==> config.mk <==
export PLATFORM = sky130hd
export DESIGN_NAME = mmio_tx_fifo
export DESIGN_NICKNAME = d
export VERILOG_FILES = /design/src/rtl/mmio_tx_fifo.sv
export SDC_FILE = /design/constraint.sdc
export NUM_CORES = 1
export LEC_CHECK = 0
export ABC_CLOCK_PERIOD_IN_PS = 3900
export BUFFER_PORTS_ARGS = -buffer_cell sky130_fd_sc_hd__buf_2
export CAP_MARGIN = 25
export CORE_MARGIN = 3
export CORE_UTILIZATION = 52
export CTS_CLUSTER_DIAMETER = 200
export DETAILED_ROUTE_END_ITERATION = 7
export GPL_TIMING_DRIVEN = 1
export HOLD_SLACK_MARGIN = 0.05
export PLACE_DENSITY = 0.76
export SETUP_SLACK_MARGIN = 0.1
export SYNTH_ARGS = -nofsm -noshare
export SYNTH_HDL_FRONTEND = slang
export SYNTH_SLANG_ARGS = --single-unit
==> constraint.sdc <==
create_clock -name clk_100M -period 3.9 [get_ports clk_100M]
set_input_delay 0.975 -clock clk_100M [delete_from_list [all_inputs] [get_ports clk_100M]]
set_output_delay 0.975 -clock clk_100M [all_outputs]
set_load 0.01 [all_outputs]
==> src/rtl/mmio_tx_fifo.sv <==
// Memory-mapped transmit FIFO: CPU stores into TXDATA, entries drain on a valid/ready stream.
// Register reads are combinational; out_valid holds until out_ready, full pushes are dropped with sticky ovf.
module mmio_tx_fifo #(
  parameter logic [31:0] BASE_ADDR = 32'hFFFF0000,
  parameter int unsigned DEPTH     = 8
) (
  input  logic        clk_100M,
  input  logic        rst_n,
  input  logic        clk_en,
  input  logic [31:0] addr,
  input  logic        wr_en,
  input  logic        rd_en,
  input  logic [31:0] w_data,
  output logic [31:0] r_data,
  output logic        sel,
  output logic        out_valid,
  input  logic        out_ready,
  output logic [31:0] out_data,
  output logic        irq
);
  localparam int unsigned AW = $clog2(DEPTH);
  localparam int unsigned CW = AW + 1;
  localparam logic [CW-1:0] FULL_CNT = CW'(DEPTH);

  logic [31:0]   mem [DEPTH];
  logic [AW-1:0] wr_ptr_q, wr_ptr_d;
  logic [AW-1:0] rd_ptr_q, rd_ptr_d;
  logic [CW-1:0] count_q, count_d;
  logic          ovf_q, ovf_d;
  logic          drain_en_q, drain_en_d;
  logic          irq_en_q, irq_en_d;
  logic          irq_q, irq_d;
  logic [15:0]   thresh_q, thresh_d;

  logic [3:0] offset;
  logic       empty, full;
  logic       push_req, push, pop, flush, ovf_clr, ctrl_wr, thresh_wr;

  assign sel       = (addr[31:4] == BASE_ADDR[31:4]);
  assign offset    = addr[3:0];
  assign empty     = (count_q == '0);
  assign full      = (count_q == FULL_CNT);
  assign out_valid = drain_en_q & ~empty;
  assign out_data  = mem[rd_ptr_q];
  assign irq       = irq_q;

  assign pop       = out_valid & out_ready & clk_en;
  assign push_req  = wr_en & sel & (offset == 4'h0) & clk_en;
  // A full FIFO still takes a push when the head leaves on the same edge.
  assign push      = push_req & (~full | pop);
  assign ctrl_wr   = wr_en & sel & (offset == 4'h8) & clk_en;
  assign thresh_wr = wr_en & sel & (offset == 4'hC) & clk_en;
  assign flush     = ctrl_wr & w_data[31];
  assign ovf_clr   = rd_en & sel & (offset == 4'h4) & clk_en;

  always_comb begin
    wr_ptr_d   = wr_ptr_q;
    rd_ptr_d   = rd_ptr_q;
    count_d    = count_q;
    ovf_d      = ovf_q;
    drain_en_d = drain_en_q;
    irq_en_d   = irq_en_q;
    thresh_d   = thresh_q;

    if (flush) begin
      wr_ptr_d = '0;
      rd_ptr_d = '0;
      count_d  = '0;
    end else begin
      if (push) wr_ptr_d = wr_ptr_q + AW'(1);
      if (pop)  rd_ptr_d = rd_ptr_q + AW'(1);
      case ({push, pop})
        2'b10:   count_d = count_q + CW'(1);
        2'b01:   count_d = count_q - CW'(1);
        default: count_d = count_q;
      endcase
      // Set beats clear when both land on one edge.
      if (push_req && !push) ovf_d = 1'b1;
      else if (ovf_clr)      ovf_d = 1'b0;
    end

    if (ctrl_wr) begin
      drain_en_d = w_data[0];
      irq_en_d   = w_data[1];
    end
    if (thresh_wr) thresh_d = w_data[15:0];

    irq_d = irq_en_d & (16'(count_d) <= thresh_d);
  end

  always_ff @(posedge clk_100M or negedge rst_n) begin
    if (!rst_n) begin
      wr_ptr_q   <= '0;
      rd_ptr_q   <= '0;
      count_q    <= '0;
      ovf_q      <= 1'b0;
      drain_en_q <= 1'b0;
      irq_en_q   <= 1'b0;
      thresh_q   <= '0;
      irq_q      <= 1'b0;
    end else begin
      wr_ptr_q   <= wr_ptr_d;
      rd_ptr_q   <= rd_ptr_d;
      count_q    <= count_d;
      ovf_q      <= ovf_d;
      drain_en_q <= drain_en_d;
      irq_en_q   <= irq_en_d;
      thresh_q   <= thresh_d;
      irq_q      <= irq_d;
    end
  end

  // Storage is left unreset; the pointers alone define what is valid.
  always_ff @(posedge clk_100M) begin
    if (push) mem[wr_ptr_q] <= w_data;
  end

  always_comb begin
    r_data = '0;
    if (sel && offset[1:0] == 2'b00) begin
      case (offset[3:2])
        2'd1:    r_data = {13'b0, ovf_q, full, empty, 16'(count_q)};
        2'd2:    r_data = {30'b0, irq_en_q, drain_en_q};
        2'd3:    r_data = {16'b0, thresh_q};
        default: r_data = '0;
      endcase
    end
  end

endmodule

==> results.json <==
{
  "run_status": "finished clean",
  "fin_area_um2": 13730,
  "clk_path_buf_depth": 3,
  "powerDensity_nw_per_um2": 452.4,
  "vias": 6086,
  "yosysWarnings": 0,
  "h-tree-depth": 1,
  "finalSetupViolCount": 0,
  "die_w_um": 155.2,
  "clock_latency_ns": 0.53,
  "port_buffers": 123,
  "period_share_pct": 92.43,
  "ant_nets": 0,
  "overflow": 0,
  "ys.flop_type": "edfxtp_1",
  "drc_errors": 0,
  "p_clk_share_pct": 44.8,
  "top_level_ports": 137,
  "gr-usage-met3_pct": 2.809,
  "grt_pass1_wl_um": 36780,
  "final_util_pct": 64.12,
  "fin_nets": 816,
  "power_frac_comb_pct": 1.6,
  "initial_utilization_pct": 54.02,
  "cp_max_fo": 29,
  "netlist.area_leader.share_pct": 66.44,
  "leakage_nw": 4.859,
  "synth_most_common_cell": "edfxtp_1",
  "syn_area_per_cell_um2": 20.05,
  "ys_seq_area_share_pct": 72.92,
  "fin_skew_ns": 0.01172,
  "finalHoldViolCount": 0,
  "layout-drive-gt1-share_pct": 41.77,
  "maxCapViolCount": 0,
  "antenna_found_initial": 0,
  "ys_ff_latch": 286,
  "vdd_drop_max_mv": 0.2634,
  "wl_per_cell_um": 23.09,
  "ctsHoldBuffers": 0,
  "start_kind": "register",
  "hold_class": "in2async",
  "n_antenna_cell": 0,
  "multi_input_area_um2": 3035,
  "swShare_pct": 18.56,
  "fin_hold_ws_ns": 0.4839,
  "post_cts_resized": 0,
  "place.gp.congestion": 0.8392,
  "routed_via_density": 5.886,
  "busiest_layer": "met2",
  "place_inst": 982,
  "power_frac_seq_pct": 53.7,
  "worstPathRequired_ns": 2.92,
  "core-area_um2": 21420,
  "seq_area_um2": 8444,
  "fmax_ghz": 0.2774,
  "synth_top_cell_by_area": "edfxtp_1",
  "grt_start_max_net_pins": 35,
  "synthTopCellsByArea": "edfxtp_1 66%, mux4_2 12%, dfrtp_1 6.5%",
  "cts_setup_buffers": 0,
  "synth_cell_types": 48,
  "placed_area_um2": 12760,
  "hpwlAfterDp_um": 14750,
  "drt-total-wl_um": 23870,
  "synth_edf_count": 256,
  "p_int_mw": 5.060,
  "cts_buffers": 28,
  "async_flop_share_pct": 10.49,
  "cts.sinks": 286,
  "rsz0062_at_grt": "no",
  "final.min_clock_period_ns": 3.605,
  "end_kind": "primary output",
  "clk_pin_slew_ns": 0.07,
  "maxSlewViolCount": 0,
  "fillers": 1456,
  "syn2layout_area_growth_pct": 18.69,
  "grtUsageMet2_pct": 35.04,
  "grt_usage_pct": 19.97,
  "yosys-top-cells-count": "256 x edfxtp_1, 64 x mux4_2, 37 x mux2_2, 30 x dfrtp_1, 22 x nor2_1",
  "max-slew-margin-rel_pct": 40.77,
  "die_area_um2": 24080,
  "worstMarginPinSlew_ns": 0.8846,
  "syn-cell-area_um2": 11570,
  "power_switching_mw": 1.153,
  "die-height_um": 155.2,
  "num_rows": 53,
  "syn-instance-count": 577,
  "cts_tree": "done",
  "met1_usage_pct": 26.34,
  "drtIter0Drc": 410,
  "path_class": "reg2out",
  "drt-pass1-iter-count": 5,
  "root_buffer": "clkbuf_16",
  "arrival_ns": 2.63,
  "stdcell_count": 1034,
  "grt_pass1_vias": 6484
}
==> registers in the layout, summed over array words and instances, names as in the netlist <==
name	cells
count_q	4
drain_en_q	1
irq	1
irq_en_q	1
mem	256
ovf_q	1
rd_ptr_q	3
thresh_q	16
wr_ptr_q	3
==> final timing paths <==
path | start | endpoint | slack, ns | depth (start not counted)
hold reg to reg | ovf_q$_DFFE_PN0P_ | ovf_q$_DFFE_PN0P_ | 0.52 | 2
setup / recovery | rd_ptr_q[0]$_DFFE_PN0P_ | out_data[28] | 0.30 | 4
setup reg to reg | count_q[0]$_DFF_PN0_ | irq$_DFF_PN0_ | 0.62 | 12
max in group asynchronous | rst_n | rd_ptr_q[0]$_DFFE_PN0P_ | 2.89 | 1
hold / removal | rst_n | thresh_q[4]$_DFF_PN0_ | 0.48 | 1
min in group clk_100M | ovf_q$_DFFE_PN0P_ | ovf_q$_DFFE_PN0P_ | 0.52 | 2
==> cells by family after synthesis <==
logic type | Yosys count | synth area share, %
DFF | 286 | 72.92
muxes | 121 | 17.92
and+or+nand+nor | 93 | 4.552
buffers and inverters | 41 | 1.881
AOI/OAI and AO/OA | 19 | 1.125
adders and majority gates | 9 | 1.038
xor gates and xnor gates | 7 | 0.5299
other | 1 | 0.03241
==> worst max-delay path: stages (launching register included) <==
cell	delay, ns
dfrtp_4	0.80
buf_4	0.32
mux4_2	0.54
mux2_2	0.29
buf_2	0.14
==> per-stage QoR <==
step	power, mW	setup slack, ns	setup TNS (ns)
after floorplan	3.425	-0.2437	-29.19
after global placement	3.488	0.08370	0
after detailed placement	3.496	-0.08058	-0.08058
after CTS	6.260	0.1952	0
after global routing	6.392	0.1152	0
final	6.213	0.2953	0
==> power groups by stage <==
stage	Sequential (mW)	Clock, mW	Combinational, mW
6_report	3.34	2.78	0.0965
5_1_grt	3.33	2.95	0.107
4_1_cts	3.34	2.83	0.0959
3_5_place_dp	3.40	0	0.0955
3_3_place_gp	3.40	0	0.0880
2_1_floorplan	3.40	0	0.0230
==> layout make-up <==
type	count	share of cell area (%)
Clock buffer	36	5.476
Inverter	4	0.1093
Sequential cell	286	61.49
Clock inverter	16	1.540
Tap cell	275	2.505
Timing Repair Buffer	155	6.778
Multi-Input combinational cell	262	22.10
==> placed cells by master (no fill, tap or decap), types with 5 or more instances in the layout <==
cell	n
edfxtp_1	256
buf_2	123
mux4_2	64
mux2_2	37
clkbuf_16	29
dfrtp_1	27
buf_4	26
nor2_1	15
and2_1	14
conb_1	13
mux2_1	12
nand2_1	11
nor4_1	9
nand3_1	8
mux2i_1	8
ha_1	8
clkbuf_1	7
nor2_4	6
buf_12	6
nand4_1	5
clkinv_2	5
bufinv_16	5
==> layer usage <==
| layer | wire length [um] | share of wire [%] |
|---|---|---|
| met1 | 9588 | 40 |
| met2 | 12350 | 52 |
| met3 | 1451 | 6.1 |
| met4 | 480 | 2.0 |
| met5 | 0 | 0 |
Power figures use the tool's default switching activity.
